### config.mk
export PLATFORM = sky130hd
export DESIGN_NAME = alu_exec
export DESIGN_NICKNAME = d
export VERILOG_FILES = /design/src/rtl/alu_pkg.sv /design/src/rtl/alu_core.sv /design/src/rtl/alu_exec.sv
export SDC_FILE = /design/constraint.sdc
export NUM_CORES = 1
export LEC_CHECK = 0
export ABC_CLOCK_PERIOD_IN_PS = 5500
export CAP_MARGIN = 20
export CORE_AREA = 5 5 200 202
export CTS_BUF_LIST = sky130_fd_sc_hd__clkbuf_8
export DETAILED_ROUTE_END_ITERATION = 8
export DIE_AREA = 0 0 205 207
export GPL_TIMING_DRIVEN = 1
export PLACE_DENSITY_LB_ADDON = 0.08
export SETUP_SLACK_MARGIN = 0.4
export SYNTH_ARGS = -nofsm -noshare
export SYNTH_HDL_FRONTEND = slang
export SYNTH_HIERARCHICAL = 1
export SYNTH_SLANG_ARGS = --single-unit
### constraint.sdc
create_clock -name clk -period 5.5 [get_ports clk]
set_clock_uncertainty 0.15 [all_clocks]
set_input_delay 0.55 -clock clk [delete_from_list [all_inputs] [get_ports clk]]
set_output_delay 0.55 -clock clk [all_outputs]
set_load 0.01 [all_outputs]
### src/rtl/alu_pkg.sv
// Shared ALU definitions: op codes, default datapath width and buffer occupancy encoding.
package alu_pkg;

    localparam int unsigned XLEN_DEF = 64;
    localparam int unsigned OP_W     = 4;

    localparam logic [OP_W-1:0] ALU_AND = 4'b0000;
    localparam logic [OP_W-1:0] ALU_OR  = 4'b0001;
    localparam logic [OP_W-1:0] ALU_ADD = 4'b0010;
    localparam logic [OP_W-1:0] ALU_SUB = 4'b0110;

    typedef enum logic [1:0] {
        CNT_EMPTY = 2'd0,
        CNT_ONE   = 2'd1,
        CNT_FULL  = 2'd2
    } buf_cnt_e;

endpackage

### src/rtl/alu_core.sv
// Combinational ALU: decodes the op code and produces result, zero flag and illegal flag.
module alu_core
    import alu_pkg::*;
#(
    parameter int unsigned XLEN = XLEN_DEF
) (
    input  logic [OP_W-1:0] op,
    input  logic [XLEN-1:0] a,
    input  logic [XLEN-1:0] b,
    output logic [XLEN-1:0] result,
    output logic            zero,
    output logic            illegal
);

    always_comb begin
        result  = '0;
        illegal = 1'b0;
        case (op)
            ALU_AND: result = a & b;
            ALU_OR:  result = a | b;
            ALU_ADD: result = a + b;
            ALU_SUB: result = a - b;
            default: illegal = 1'b1;
        endcase
    end

    assign zero = (result == '0);

endmodule

### src/rtl/alu_exec.sv
// ALU execute stage: one combinational ALU feeding a two-entry result buffer with
// valid/ready handshakes on both sides; all outputs come from flops.
module alu_exec
    import alu_pkg::*;
#(
    parameter int unsigned XLEN  = XLEN_DEF,
    parameter int unsigned DEPTH = 2
) (
    input  logic            clk,
    input  logic            rst,
    input  logic            in_valid,
    output logic            in_ready,
    input  logic [OP_W-1:0] op,
    input  logic [XLEN-1:0] a,
    input  logic [XLEN-1:0] b,
    output logic            out_valid,
    input  logic            out_ready,
    output logic [XLEN-1:0] result,
    output logic            zero,
    output logic            illegal
);

    logic [XLEN-1:0] core_result;
    logic            core_zero;
    logic            core_illegal;

    alu_core #(
        .XLEN (XLEN)
    ) u_core (
        .op      (op),
        .a       (a),
        .b       (b),
        .result  (core_result),
        .zero    (core_zero),
        .illegal (core_illegal)
    );

    buf_cnt_e        count_q, count_d;
    logic            wr_ptr_q, wr_ptr_d;
    logic            rd_ptr_q, rd_ptr_d;
    logic            in_ready_q, in_ready_d;
    logic            out_valid_q, out_valid_d;
    logic [XLEN-1:0] res_q [DEPTH];
    logic [XLEN-1:0] res_d [DEPTH];
    logic            zero_q [DEPTH];
    logic            zero_d [DEPTH];
    logic            ill_q [DEPTH];
    logic            ill_d [DEPTH];

    logic push;
    logic pop;

    // Next-state for occupancy, pointers, handshake flags and buffer entries.
    always_comb begin
        push        = in_valid && in_ready_q;
        pop         = out_valid_q && out_ready;
        count_d     = count_q;
        wr_ptr_d    = wr_ptr_q;
        rd_ptr_d    = rd_ptr_q;
        res_d       = res_q;
        zero_d      = zero_q;
        ill_d       = ill_q;

        if (push) begin
            res_d[wr_ptr_q]  = core_result;
            zero_d[wr_ptr_q] = core_zero;
            ill_d[wr_ptr_q]  = core_illegal;
            wr_ptr_d         = ~wr_ptr_q;
        end
        if (pop) begin
            rd_ptr_d = ~rd_ptr_q;
        end

        case ({push, pop})
            2'b10: begin
                case (count_q)
                    CNT_EMPTY: count_d = CNT_ONE;
                    default:   count_d = CNT_FULL;
                endcase
            end
            2'b01: begin
                case (count_q)
                    CNT_FULL: count_d = CNT_ONE;
                    default:  count_d = CNT_EMPTY;
                endcase
            end
            default: count_d = count_q;
        endcase

        in_ready_d  = (count_d != CNT_FULL);
        out_valid_d = (count_d != CNT_EMPTY);
    end

    // Reset clears entries too, so the head reads zero while held in reset.
    always_ff @(posedge clk or posedge rst) begin
        if (rst) begin
            count_q     <= CNT_EMPTY;
            wr_ptr_q    <= 1'b0;
            rd_ptr_q    <= 1'b0;
            in_ready_q  <= 1'b0;
            out_valid_q <= 1'b0;
            for (int i = 0; i < DEPTH; i++) begin
                res_q[i]  <= '0;
                zero_q[i] <= 1'b0;
                ill_q[i]  <= 1'b0;
            end
        end else begin
            count_q     <= count_d;
            wr_ptr_q    <= wr_ptr_d;
            rd_ptr_q    <= rd_ptr_d;
            in_ready_q  <= in_ready_d;
            out_valid_q <= out_valid_d;
            res_q       <= res_d;
            zero_q      <= zero_d;
            ill_q       <= ill_d;
        end
    end

    assign in_ready  = in_ready_q;
    assign out_valid = out_valid_q;
    assign result    = res_q[rd_ptr_q];
    assign zero      = zero_q[rd_ptr_q];
    assign illegal   = ill_q[rd_ptr_q];

endmodule

==> out/results.tsv, run 1 <==
metric	value	unit
grtUsageTotal	24.7	%
gr-total-overflow	0	
switching_share	36.3	%
dieArea	42400	sq um
synth_edf_count	0	
ant_nets	0	
grt_first_pass_wirelength	82.9	mm
cp.required	5.73	ns
dr.pass1.iters	5	
syn_area	13100	sq um
cell_internal_pwr	3.90	mW
portBuffers	203	
via_per_inst	5.23	
cts_tree	yes	
antenna_found_initial	0	
start_util	34.5	%
nets	2322	
cts-hold-fix-buffers	0	
violations	setup timing	
antenna_cells	0	
powerDensity	297	nW/um^2
ir_worst_vdd	214	uV
power_frac_comb	59.4	%
vias	13843	
cp-startpoint	b[19]	
place_ws	-1.64	ns
synth_cell_types	77	
grt_start_max_net_pins	68	
crit_path_start_kind	input port	
layout-drive-gt1-share	41.8	%
die_h	207	um
drtIter0Drc	655	
avgSynthCellArea	8.85	sq um
slew_viol_final	0	
drc	0	
synth-seq-cells	138	
hold_class	flip-flop to flip-flop	
cts_buffer_depth	2	
wl_per_cell	20.2	um
p_clk_share	13.9	%
hpwl	43.9	mm
seqPwrFrac	26.7	%
final.setup.worst_slack	-0.846	ns
coreArea	38100	sq um
ys.flop_type	dfrtp_1	
root_buffer	clkbuf_8	
cp-end-kind	flip-flop	
dieWidth	205	um
synth.net_count	1691	
ioPinCount	204	
min_from	res_q[115]	
gp_congestion	0.896	
yosysSeqAreaShare	26.3	%
switching_power	2.22	mW
fillerInstances	3611	
htreeDepth	4	
fin_crit	6.35	ns
async_flop_share	100	%
setup_violations	26	
numCtsBuffers	17	
grt_pass1_vias	14126	
reg2reg_from	in_ready	
critical_path_class	input port to flip-flop	
wl	53.4	mm
clk_pin_slew	0.08	ns
status	complete, but fails checks	
cp_max_fo	2	
max-cap-violations	0	
slew_headroom	35.4	%
rows	72	
area_delta_synth_final	56.7	%
final_core_util	54.1	%
tightest_slew	0.968	ns
rsz0062_at_grt	yes	
cts.sinks	138	
fin_crit_sh	115	%
cp.arrival	6.57	ns
clock_latency	0.43	ns
max_freq	0.158	GHz
syn_inst	1486	
yosys_warnings	6	
finalHoldViolations	0	
power.leakage	9.50	nW
sequential cells by signal, summed over array words and instances (netlist names):
signal / cells
count_q: 2
ill_q: 2
in_ready: 1
out_valid: 1
rd_ptr_q: 1
res_q: 128
wr_ptr_q: 1
zero_q: 2
final cells by class:
| type | count | area [sq um] | area share, % |
|---|---|---|---|
| Multi-Input combinational cell | 1240 | 10200 | 49.3 |
| Clock buffer | 17 | 234 | 1.14 |
| Inverter | 27 | 104 | 0.504 |
| Tap cell | 518 | 648 | 3.15 |
| Clock inverter | 15 | 176 | 0.856 |
| Timing Repair Buffer | 693 | 5830 | 28.3 |
| Sequential cell | 138 | 3450 | 16.8 |
synthesized netlist by cell type, types with 7 or more instances:
cell | instances | area share, %
a21oi_1 | 110 | 4.2
nand4_1 | 33 | 1.6
a31oi_1 | 9 | 0.43
nand3_1 | 24 | 0.91
mux2_4 | 29 | 3.3
nand2b_1 | 7 | 0.33
nor2b_1 | 7 | 0.33
or4_1 | 10 | 0.57
inv_1 | 27 | 0.77
buf_1 | 11 | 0.31
buf_2 | 15 | 0.57
or3_1 | 17 | 0.81
o21bai_1 | 7 | 0.40
mux2_2 | 170 | 15
nand2_1 | 154 | 4.4
dfrtp_1 | 138 | 26
xor2_1 | 63 | 4.2
and3_1 | 12 | 0.57
o211ai_1 | 14 | 0.80
clkbuf_1 | 50 | 1.4
a211oi_1 | 7 | 0.40
a21o_1 | 27 | 1.5
o21ai_0 | 122 | 4.6
xnor2_1 | 50 | 3.3
maj3_1 | 57 | 4.3
o21a_1 | 15 | 0.86
nor2_1 | 80 | 2.3
nor3_1 | 22 | 0.84
and2_1 | 10 | 0.48
ha_1 | 68 | 6.5
o31ai_1 | 17 | 0.97
through the flow:
step / hold slack (ns) / setup TNS (ns) / area, sq um / total power [mW] / std cells
floorplan: 0.309 / -1.03 / 13300 / 3.50 / 1486
global placement: 0.331 / -46.98 / 19000 / 5.07 / 2574
detailed placement: 0.337 / -47.98 / 19000 / 5.09 / 2574
CTS: 0.356 / -7.18 / 20000 / 6.08 / 2627
global route: 0.367 / -10.62 / 20600 / 6.51 / 2648
finish: 0.353 / -6.18 / 20600 / 6.13 / 2648
per-layer routing:
layer | GRT usage [%] | up-vias | routed length (um)
li1 | - | 6747 | -
met1 | 37.3 | 6800 | 26700
met2 | 38.1 | 259 | 23800
met3 | 2.47 | 37 | 1790
met4 | 5.61 | 0 | 1040
met5 | 0 | - | 0
logic make-up after synthesis:
logic type | count (synthesis) | synth area share (%)
multiplexers | 202 | 18.1
AND/OR/NAND/NOR | 408 | 15.2
AO/OA/AOI/OAI | 390 | 18.4
adder cells (fa/ha/maj) | 126 | 11.0
buffers and inverters | 108 | 3.46
flip-flops | 138 | 26.3
XOR/XNOR | 114 | 7.65
power groups by stage:
stage | sequential (mW) | clock (mW) | combinational, mW
floorplan | 1.59 | 0 | 1.91
global placement | 1.63 | 0 | 3.44
detailed placement | 1.65 | 0 | 3.45
CTS | 1.63 | 0.884 | 3.56
global route | 1.69 | 0.917 | 3.90
finish | 1.63 | 0.852 | 3.64
final timing paths:
path | end | cells past startpoint | slack (ns)
setup / recovery | zero_q[0] | 27 | -0.85
hold / removal | res_q[115] | 1 | 0.35
setup reg to reg | res_q[66] | 4 | 3.21
hold reg to reg | res_q[115] | 1 | 0.35
max in group asynchronous | res_q[14] | 3 | 3.62
min in group asynchronous | res_q[69] | 2 | 0.44
cells in the final DEF, fill, tap and decap left out, types with 57 or more instances in the layout:
cell | netlist | layout
nand2_1 | 154 | 148
mux2_2 | 170 | 165
maj3_1 | 57 | 57
buf_4 | 0 | 461
dfrtp_1 | 138 | 137
xor2_1 | 63 | 60
clkdlybuf4s50_1 | 0 | 196
o21ai_0 | 122 | 70
ha_1 | 68 | 66
nor2_1 | 80 | 67
a21oi_1 | 110 | 85
critical path, stage by stage:
cell	delay, ns
buf_6	0.09
or4_4	0.55
or3_4	0.35
or3_4	0.35
nor2_4	0.09
nand2_2	0.08
or4_4	0.45
buf_6	0.14
nor2_4	0.11
and2_4	0.17
buf_6	0.10
nand3_4	0.07
or3_4	0.39
o21ai_2	0.15
xor2_1	0.16
ha_1	0.27
a21o_1	0.19
a21oi_2	0.15
o21ai_1	0.09
a21o_1	0.19
a221oi_4	0.32
xnor2_2	0.12
a211oi_2	0.22
nand4_1	0.19
or4_4	0.53
nor4_4	0.30
mux2_4	0.19
repair_timing:
action                     in CTS  in global routing
setup buffers                  21                 21
setup endpoints to repair      68                 70
gates resized for setup       138                119
pin swaps                      69                 76
(Power assumes the default switching activity.)
==> run 2: changes to the inputs <==
--- a/config.mk
+++ b/config.mk
@@ -14,6 +14,7 @@
 export GPL_TIMING_DRIVEN = 1
 export PLACE_DENSITY_LB_ADDON = 0.08
 export SETUP_SLACK_MARGIN = 0.4
+export SLEW_MARGIN = 5
 export SYNTH_ARGS = -nofsm -noshare
 export SYNTH_HDL_FRONTEND = slang
 export SYNTH_HIERARCHICAL = 1
==> results of run 2 <==
No change in the layout: final DEF, timing and power equal those of run 1.
